$ cat config.mk
export PLATFORM = sky130hd
export DESIGN_NAME = alu_op_sequencer
export DESIGN_NICKNAME = d
export VERILOG_FILES = /design/src/rtl/alu_pkg.sv /design/src/rtl/alu_op_sequencer_btn_cond.sv /design/src/rtl/alu_op_sequencer.sv
export SDC_FILE = /design/constraint.sdc
export NUM_CORES = 1
export LEC_CHECK = 0
export ABC_AREA = 1
export BUFFER_PORTS_ARGS = -buffer_cell sky130_fd_sc_hd__buf_2
export CAP_MARGIN = 10
export CORE_UTILIZATION = 45
export CTS_BUF_LIST = sky130_fd_sc_hd__clkbuf_16
export DETAILED_ROUTE_END_ITERATION = 8
export GPL_ROUTABILITY_DRIVEN = 0
export PLACE_DENSITY = 0.7
export SLEW_MARGIN = 20
export SYNTH_ARGS = -nofsm -noshare
export SYNTH_HDL_FRONTEND = slang
export SYNTH_SLANG_ARGS = --single-unit
$ cat constraint.sdc
create_clock -name clk -period 1.8 [get_ports clk]
set_input_delay 0.27 -clock clk [delete_from_list [all_inputs] [get_ports clk]]
set_output_delay 0.27 -clock clk [all_outputs]
set_load 0.01 [all_outputs]
$ cat src/rtl/alu_pkg.sv
// Shared ALU definitions: opcode encodings, sequencer FSM states and opcode legality check.
package alu_pkg;

  localparam logic [5:0] OP_ADD = 6'b100000;
  localparam logic [5:0] OP_SUB = 6'b100010;
  localparam logic [5:0] OP_AND = 6'b100100;
  localparam logic [5:0] OP_OR  = 6'b100101;
  localparam logic [5:0] OP_XOR = 6'b100110;
  localparam logic [5:0] OP_SRA = 6'b000011;
  localparam logic [5:0] OP_SRL = 6'b000010;
  localparam logic [5:0] OP_NOR = 6'b100111;

  typedef enum logic [1:0] {
    ST_IDLE    = 2'd0,
    ST_COLLECT = 2'd1,
    ST_EXEC    = 2'd2,
    ST_SHOW    = 2'd3
  } state_t;

  function automatic logic is_legal_op(input logic [5:0] op);
    case (op)
      OP_ADD, OP_SUB, OP_AND, OP_OR, OP_XOR, OP_SRA, OP_SRL, OP_NOR: return 1'b1;
      default: return 1'b0;
    endcase
  endfunction

endpackage

$ cat src/rtl/alu_op_sequencer_btn_cond.sv
// Button conditioner: 2-FF synchronizer, optional debounce (BTN_DEBOUNCE_EN), rising-edge pulse.
module btn_cond #(
  parameter int DEBOUNCE_CYC = 1000000
) (
  input  logic clk,
  input  logic rst_n,
  input  logic btn,
  output logic pulse
);

  logic btn_meta, btn_sync, level, level_q;

  always_ff @(posedge clk or negedge rst_n) begin
    if (!rst_n) begin
      btn_meta <= 1'b0;
      btn_sync <= 1'b0;
    end else begin
      btn_meta <= btn;
      btn_sync <= btn_meta;
    end
  end

`ifdef BTN_DEBOUNCE_EN
  localparam int CW = $clog2(DEBOUNCE_CYC + 1);
  logic [CW-1:0] cnt;

  // Down-counter reloads whenever the level drops; terminal count means stable high.
  always_ff @(posedge clk or negedge rst_n) begin
    if (!rst_n)              cnt <= CW'(DEBOUNCE_CYC);
    else if (!btn_sync)      cnt <= CW'(DEBOUNCE_CYC);
    else if (cnt != '0)      cnt <= cnt - 1'b1;
  end

  assign level = btn_sync && (cnt == '0);
`else
  assign level = btn_sync;
`endif

  always_ff @(posedge clk or negedge rst_n) begin
    if (!rst_n) begin
      level_q <= 1'b0;
      pulse   <= 1'b0;
    end else begin
      level_q <= level;
      pulse   <= level & ~level_q;
    end
  end

endmodule

$ cat src/rtl/alu_op_sequencer.sv
// Loads A, B and opcode from switches on button presses, runs one ALU evaluation, shows result.
// Optional button debounce is enabled by defining BTN_DEBOUNCE_EN.
//
// state   | meaning
// IDLE    | nothing loaded, mask 000
// COLLECT | gathering fields, mask partially set
// EXEC    | one cycle, operands stable, result captured at end
// SHOW    | o_valid high, o_leds holds result
module alu_op_sequencer
  import alu_pkg::*;
#(
  parameter int NB_DATA      = 4,
  parameter int NB_OP        = 6,
  parameter int NB_SW        = 8,
  parameter int DEBOUNCE_CYC = 1000000
) (
  input  logic               clk,
  input  logic               i_rst_n,
  input  logic [NB_SW-1:0]   i_sw,
  input  logic               i_btn_a,
  input  logic               i_btn_b,
  input  logic               i_btn_op,
  output logic [NB_DATA-1:0] o_datoA,
  output logic [NB_DATA-1:0] o_datoB,
  output logic [NB_OP-1:0]   o_operation,
  input  logic [NB_DATA-1:0] i_alu_result,
  output logic [NB_DATA-1:0] o_leds,
  output logic               o_valid,
  output logic               o_err
);

  localparam int NB_SYNC = (NB_DATA > NB_OP) ? NB_DATA : NB_OP;

  logic rst_meta, rst_n;
  logic [NB_SYNC-1:0] sw_meta, sw_sync;
  logic pa, pb, pop;

  state_t state_q, state_d;
  logic [2:0] mask_q, mask_d;
  logic [NB_DATA-1:0] a_q, a_d, b_q, b_d, leds_q, leds_d;
  logic [NB_OP-1:0] op_q, op_d;
  logic valid_q, valid_d, err_q, err_d;
  logic op_ok, take_a, take_b, take_op, bad_op;
  logic [2:0] sel;

  // Reset asserts asynchronously, releases synchronously.
  always_ff @(posedge clk or negedge i_rst_n) begin
    if (!i_rst_n) begin
      rst_meta <= 1'b0;
      rst_n    <= 1'b0;
    end else begin
      rst_meta <= 1'b1;
      rst_n    <= rst_meta;
    end
  end

  always_ff @(posedge clk or negedge rst_n) begin
    if (!rst_n) begin
      sw_meta <= '0;
      sw_sync <= '0;
    end else begin
      sw_meta <= i_sw[NB_SYNC-1:0];
      sw_sync <= sw_meta;
    end
  end

  btn_cond #(.DEBOUNCE_CYC(DEBOUNCE_CYC)) u_btn_a  (.clk(clk), .rst_n(rst_n), .btn(i_btn_a),  .pulse(pa));
  btn_cond #(.DEBOUNCE_CYC(DEBOUNCE_CYC)) u_btn_b  (.clk(clk), .rst_n(rst_n), .btn(i_btn_b),  .pulse(pb));
  btn_cond #(.DEBOUNCE_CYC(DEBOUNCE_CYC)) u_btn_op (.clk(clk), .rst_n(rst_n), .btn(i_btn_op), .pulse(pop));

  always_ff @(posedge clk or negedge rst_n) begin
    if (!rst_n) begin
      state_q <= ST_IDLE;
      mask_q  <= 3'b000;
      a_q     <= '0;
      b_q     <= '0;
      op_q    <= '0;
      leds_q  <= '0;
      valid_q <= 1'b0;
      err_q   <= 1'b0;
    end else begin
      state_q <= state_d;
      mask_q  <= mask_d;
      a_q     <= a_d;
      b_q     <= b_d;
      op_q    <= op_d;
      leds_q  <= leds_d;
      valid_q <= valid_d;
      err_q   <= err_d;
    end
  end

  // Priority A > B > OP; lower-priority pulses in the same cycle are dropped.
  always_comb begin
    op_ok   = is_legal_op(6'(sw_sync[NB_OP-1:0]));
    take_a  = pa;
    take_b  = pb & ~pa;
    take_op = pop & ~pa & ~pb & op_ok;
    bad_op  = pop & ~pa & ~pb & ~op_ok;
    sel     = {take_op, take_b, take_a};
  end

  always_comb begin
    state_d = state_q;
    mask_d  = mask_q;
    a_d     = a_q;
    b_d     = b_q;
    op_d    = op_q;
    leds_d  = leds_q;
    valid_d = valid_q;
    err_d   = 1'b0;
    case (state_q)
      ST_IDLE, ST_COLLECT, ST_SHOW: begin
        if (bad_op) begin
          err_d = 1'b1;
        end else if (sel != 3'b000) begin
          // A press after a shown result starts a fresh collection.
          mask_d  = ((state_q == ST_SHOW) ? 3'b000 : mask_q) | sel;
          valid_d = 1'b0;
          if (take_a)  a_d  = sw_sync[NB_DATA-1:0];
          if (take_b)  b_d  = sw_sync[NB_DATA-1:0];
          if (take_op) op_d = sw_sync[NB_OP-1:0];
          state_d = (mask_d == 3'b111) ? ST_EXEC : ST_COLLECT;
        end
      end
      ST_EXEC: begin
        leds_d  = i_alu_result;
        valid_d = 1'b1;
        state_d = ST_SHOW;
      end
      default: state_d = ST_IDLE;
    endcase
  end

  assign o_datoA     = a_q;
  assign o_datoB     = b_q;
  assign o_operation = op_q;
  assign o_leds      = leds_q;
  assign o_valid     = valid_q;
  assign o_err       = err_q;

endmodule
==> run_results.csv, run 1 <==
group,metric,value,unit
layout,syn_to_final_growth,23.39,%
yosys,yosys.area.top_type,"dfrtp_1",
worst_hold_path,hold_class,"input port to flop",
yosys,synthFlopType,"dfrtp_1",
route,wl_per_cell,10.69,um
grt,grt_overflow_total,0,
route,antenna_left,0,
floorplanning,fp.dieArea,0.004129,sq mm
route,detail_route.vias_per_cell,4.565,
worst_hold_path,hp-start,"i_btn_op",
worst_setup_path,path_class,"flop to flop",
grt,antenna_found_initial,0,
placed_design,hpwl,1.944,mm
yosys,synth-async-reset-ratio,1.000,
yosys,synth-seq-cells,51,
grt,grt_usage,0.1571,
route,first_pass_iters,4,
timing,post-route-period-util,0.7220,
worst_setup_path,cp_cell_sequence,"inv_1 > nand2_1 > nor2_2 > nand3_4 > nand2_1 > nand2_2 > nor2_1 > nor2_1",
yosys,netlist.area_leader.share,0.7317,
pwr,power_density,1155,mW/mm^2
yosys,ys_types,17,
layout,register_area,0.001277,sq mm
timing,rsz0062_at_grt,"false",
floorplanning,dieHeight,64.26,um
worst_setup_path,crit_path_start_kind,"flop",
route,routed_wl,2.630,mm
yosys,synthCells,154,
route,vias,1123,
outcome,outcome,"finished, final reports clean",
layout,multi_input_area,409.1,sq um
grt,grt_pass1_vias,1084,
floorplanning,core,0.003689,sq mm
worst_setup_path,critPathCaptureType,"flop",
clock_tree,clk_latency,280,ps
worst_setup_path,reg2reg_from,"sw_sync[3]",
floorplanning,die_w,64.26,um
worst_setup_path,arrival,1480,ps
pwr,ir_drop,0.8325,mV
worst_setup_path,crit_path_max_fanout,4,
yosys,synth_most_common_cell,"nand2_1",
worst_setup_path,cp_data_required_time,1980,ps
layout,post-route-util,0.5834,
timing,slew_violations,0,
clock_tree,numClockSinks,51,
timing,period_needed,1300,ps
placed_design,io_buffer_count,34,
yosys,yosys_warnings,0,
yosys,synth_edf_count,0,
floorplanning,start_util,0.4729,
worst_setup_path,cpMaxStageDelayCell,"dfrtp_1",
yosys,synth_area,0.001744,sq mm
grt,grt_max_degree,31,
timing,hold_viol,0,
floorplanning,io_pins,37,
clock_tree,cts_buffers,5,
flow_run,max_cap_violations,0,
floorplanning,rows,22,
clock_tree,cts_htree_levels,2,
yosys,avgSynthCellArea,11.33,sq um
worst_setup_path,path_delay_family,"simple AND/OR/NAND/NOR gates",
clock_tree,postCtsSetupRepairBufs,0,
route,drc,0,
pwr,leakage,1.150,nW
worst_setup_path,startpoint,"sw_sync[3]",
worst_setup_path,crit_buf_inv,1,
yosys,ys_top_cells_by_area,"dfrtp_1 73%, nand2_1 11%, o21ai_0 3.4%",
grt,grt_pass1_wl,4.712,mm
timing,max_freq,769.5,MHz
yosys,syn_nets,171,
yosys,yosysSeqAreaShare,0.7317,
timing,fin_skew,3.627,ps
clock_tree,ctsLongestPathBuffers,2,
layout,num-nets-final,214,
route,drtIter0Drc,35,
timing,finalSetupViolCount,0,
timing,finalSetupTns,0,ps
clock_tree,path_clk_slew,60,ps
clock_tree,cts_tree,"built",
clock_tree,cts_root_buf,"clkbuf_16",
worst_setup_path,critical_path.max_stage_delay,360,ps
yosys,yosys-top-cells-count,"52 x nand2_1, 51 x dfrtp_1, 13 x inv_1, 12 x nor2_1, 12 x o21ai_0",
layout,diodes,0,
layout,drive_gt1_frac,0.2677,
layout,fill_cells,320,
path summary, 6_finish.rpt:
check	end	slack [ps]	cells after the start
min	u_btn_op.btn_meta	90	1
max in group asynchronous	o_leds[0]	1090	1
max	state_q[0]	500	8
min reg2reg	u_btn_b.level_q	210	0
min in group asynchronous	u_btn_b.level_q	210	0
max reg2reg	state_q[0]	500	8
metrics by stage:
| step | cell area, sq um | setup slack, ps | hold WS, ps | power (mW) | instances |
|---|---|---|---|---|---|
| 2_1_floorplan | 1744 | 275.2 | -25.59 | 1.487 | 154 |
| 3_3_place_gp | 1996 | 544.0 | 54.23 | 1.596 | 237 |
| 3_5_place_dp | 1996 | 514.1 | 58.43 | 1.613 | 237 |
| 4_1_cts | 2152 | 503.8 | 78.84 | 2.518 | 246 |
| 5_1_grt | 2152 | 310.9 | 67.08 | 2.622 | 246 |
| 6_report | 2152 | 500.4 | 86.06 | 2.485 | 246 |
sequential cells by signal, summed over array words and instances (netlist names), 2 cells and up:
signal       cells
o_leds           4
o_datoB          4
state_q          2
sw_meta          6
mask_q           3
o_operation      6
sw_sync          6
o_datoA          4
report_power, final:
group / switching (mW) / leakage [nW] / internal, mW / total, mW
logic: 0.155 / 0.448 / 0.111 / 0.266
clock network: 0.383 / 0.0752 / 0.514 / 0.897
registers: 0.0643 / 0.626 / 1.26 / 1.32
layout make-up:
class	count	share of cell area
sequential	51	0.5936
multi-input combinational	88	0.1901
timing repair buffer	36	0.09302
clock buffer	5	0.05814
tap	48	0.02791
inverter	15	0.02733
clock inverter	3	0.009884
layout by cell type (no fill, tap or decap), types with 2 or more instances in the layout:
master     count
nand3_1        2
nand2_1       52
buf_2         34
dfrtp_1       50
nor2_4         2
o21ai_0       12
clkinv_4       2
nor2_1        12
inv_1         14
clkbuf_16      5
per-layer routing:
layer,vias up,wire [um],track usage
li1,557,-,-
met1,522,1141,0.1864
met2,40,1295,0.2474
met3,4,164,0.05893
met4,0,29,0.08333
met5,-,0,0
kinds of logic after synthesis:
| family | share of synthesized area |
|---|---|
| buf+inv | 0.03372 |
| simple gates | 0.1808 |
| flops | 0.7317 |
| compound gates | 0.05165 |
| other cells | 0.002150 |
repair_timing:
item	in CTS	in global routing
hold endpoints to repair	2	0
gates resized for setup	0	0
hold buffers	1	0
Power figures use the tool's default switching activity.
==> inputs of run 2 (changes only) <==
--- a/config.mk
+++ b/config.mk
@@ -12,7 +12,7 @@
 export CTS_BUF_LIST = sky130_fd_sc_hd__clkbuf_16
 export DETAILED_ROUTE_END_ITERATION = 8
 export GPL_ROUTABILITY_DRIVEN = 0
-export PLACE_DENSITY = 0.7
+export PLACE_DENSITY = 0.72
 export SLEW_MARGIN = 20
 export SYNTH_ARGS = -nofsm -noshare
 export SYNTH_HDL_FRONTEND = slang
==> constraint.sdc (replaced) <==
create_clock -name clk -period 1.13 [get_ports clk]
set_input_delay 0.1695 -clock clk [delete_from_list [all_inputs] [get_ports clk]]
set_output_delay 0.1695 -clock clk [all_outputs]
set_load 0.01 [all_outputs]
==> run 2 against run 1 <==
Effect of this change:
- the flow now finishes with violations (negative setup slack)
- sequential power grew 60%
- global-route usage increased by 1.4 points
- largest cell class unchanged
- routed wire length grew 17%
- worst setup slack got worse by 600 ps
- total power increased by 62%
- clock skew is 0.89 ps lower
- non-clock buffer count up 23
- highest routed layer unchanged
- first-iteration DRC count rose by 89%
==> run_results.csv, run 2 (synthesized netlist as in run 1, its figures left out) <==
group,metric,value,unit
outcome,outcome,"finished with violations",
outcome,violations,"negative setup slack",
grt,antenna_found_initial,0,
placed_design,hpwl,2.038,mm
floorplanning,fp.dieArea,0.004129,sq mm
layout,fill_cells,294,
clock_tree,clk_latency,280,ps
clock_tree,cts_htree_levels,2,
worst_setup_path,cp_data_required_time,1290,ps
timing,rsz0062_at_grt,"true",
pwr,ir_drop,1.210,mV
floorplanning,rows,22,
route,wl_per_cell,11.41,um
worst_setup_path,arrival,1400,ps
grt,grt_max_degree,26,
floorplanning,start_util,0.4729,
layout,drive_gt1_frac,0.3394,
worst_hold_path,hp-start,"i_alu_result[1]",
worst_setup_path,rrSetupSlack,-100,ps
route,drtIter0Drc,66,
clock_tree,path_clk_slew,60,ps
floorplanning,io_pins,37,
timing,fin_skew,2.737,ps
grt,grt_overflow_total,0,
worst_hold_path,hold_class,"input port to flop",
grt,grt_pass1_wl,5.023,mm
clock_tree,ctsLongestPathBuffers,2,
clock_tree,cts_tree,"built",
clock_tree,cts_root_buf,"clkbuf_16",
placed_design,io_buffer_count,34,
route,routed_wl,3.068,mm
floorplanning,dieHeight,64.26,um
worst_setup_path,critical_path.max_stage_delay,420,ps
floorplanning,core,0.003689,sq mm
timing,max_freq,810.1,MHz
route,detail_route.vias_per_cell,4.457,
worst_setup_path,cpMaxStageDelayCell,"dfrtp_1",
worst_setup_path,crit_path_max_fanout,5,
worst_setup_path,rr_endpoint,"o_operation[2]",
floorplanning,die_w,64.26,um
grt,grt_pass1_vias,1193,
worst_setup_path,path_class,"flop to flop",
worst_setup_path,critPathCaptureType,"flop",
worst_setup_path,reg2reg_from,"sw_sync[2]",
pwr,total_power,4.016,mW
worst_hold_path,holdPathStages,3,
layout,syn_to_final_growth,38.81,%
timing,post-route-period-util,1.092,
flow_run,max_cap_violations,0,
worst_setup_path,cp_cell_sequence,"o21ai_4 > buf_4 > nand4_4 > nand2_1 > o21ai_1",
route,vias,1199,
layout,post-route-util,0.6564,
layout,diodes,0,
layout,num-nets-final,238,
timing,period_needed,1234,ps
timing,finalSetupViolCount,12,
worst_setup_path,crit_path_start_kind,"flop",
pwr,leakage,1.262,nW
timing,worst_slack,-104.4,ps
clock_tree,numClockSinks,51,
pwr,power_density,1659,mW/mm^2
route,antenna_left,0,
worst_setup_path,rr_worst_depth,5,
route,drc,0,
route,first_pass_iters,4,
timing,hold_viol,0,
clock_tree,cts_buffers,5,
worst_hold_path,min_to,"o_leds[1]",
timing,slew_violations,0,
grt,grt_usage,0.1710,
layout,final_common_cell,"dfrtp_1",
layout,mostFrequentLayoutCells,"50 x dfrtp_1, 48 x nand2_1, 34 x buf_2",
-- run 2: layout make-up --
type                       instances  area [sq um]  share of cell area
clock inverter                     2         11.26            0.004651
clock buffer                       5         125.1             0.05168
inverter                          15         58.81             0.02429
multi-input combinational         89         493.0              0.2036
timing repair buffer              59         395.4              0.1633
sequential                        51          1277              0.5277
tap                               48         60.06             0.02481
-- run 2: routing by layer --
metal	GRT usage	share of wire	vias up
met5	0	0	-
met4	0.08889	0.017	0
met3	0.06250	0.043	5
met2	0.2908	0.53	27
met1	0.1850	0.41	563
li1	-	-	604
-- run 2: repair_timing --
| action | CTS | global route |
|---|---|---|
| setup endpoints to repair | 12 | 20 |
| buffers inserted | 3 | 3 |
| hold buffers | 10 | 0 |
| resized for setup | 4 | 10 |
| pin swaps | 10 | 7 |
| cloned | 0 | 1 |
| endpoints found under the hold margin | 11 | 0 |
-- run 2: through the flow --
stage	TNS [ps]	hold WS (ps)	instance area, sq um	instances	setup slack, ps
floorplan	-6.271	-126.1	1758	154	-6.271
global placement	-479.3	-43.95	2068	245	-57.49
detailed placement	-771.8	-39.37	2068	245	-128.6
CTS	-753.3	90.28	2346	265	-97.42
global route	-2067	103.2	2421	269	-179.8
finish	-824.5	92.64	2421	269	-104.4
-- run 2: worst max-delay path by stage --
| stage | startpoint | endpoint | slack, ps | cells past startpoint |
|---|---|---|---|---|
| 2_1_floorplan | u_btn_a.pulse | state_q[0] | -6 | 8 |
| 3_3_place_gp | sw_sync[2] | o_operation[0] | -60 | 4 |
| 3_5_place_dp | sw_sync[2] | o_operation[2] | -130 | 3 |
| 4_1_cts | sw_sync[0] | state_q[0] | -100 | 8 |
| 5_1_grt | sw_sync[2] | o_operation[5] | -180 | 5 |
| 6_report | sw_sync[2] | o_operation[2] | -100 | 5 |
-- run 2: critical path: cells and delay by family (launching register included) --
kind | cells | cell delay, ps
AND/OR/NAND/NOR | 2 | 220
AO/OA/AOI/OAI | 2 | 320
buffers and inverters | 1 | 160
flip-flops | 1 | 420
-- run 2: report_power, final --
group | switching (mW) | internal, mW
clock | 0.578 | 0.798
sequential | 0.102 | 2.00
combinational | 0.288 | 0.245
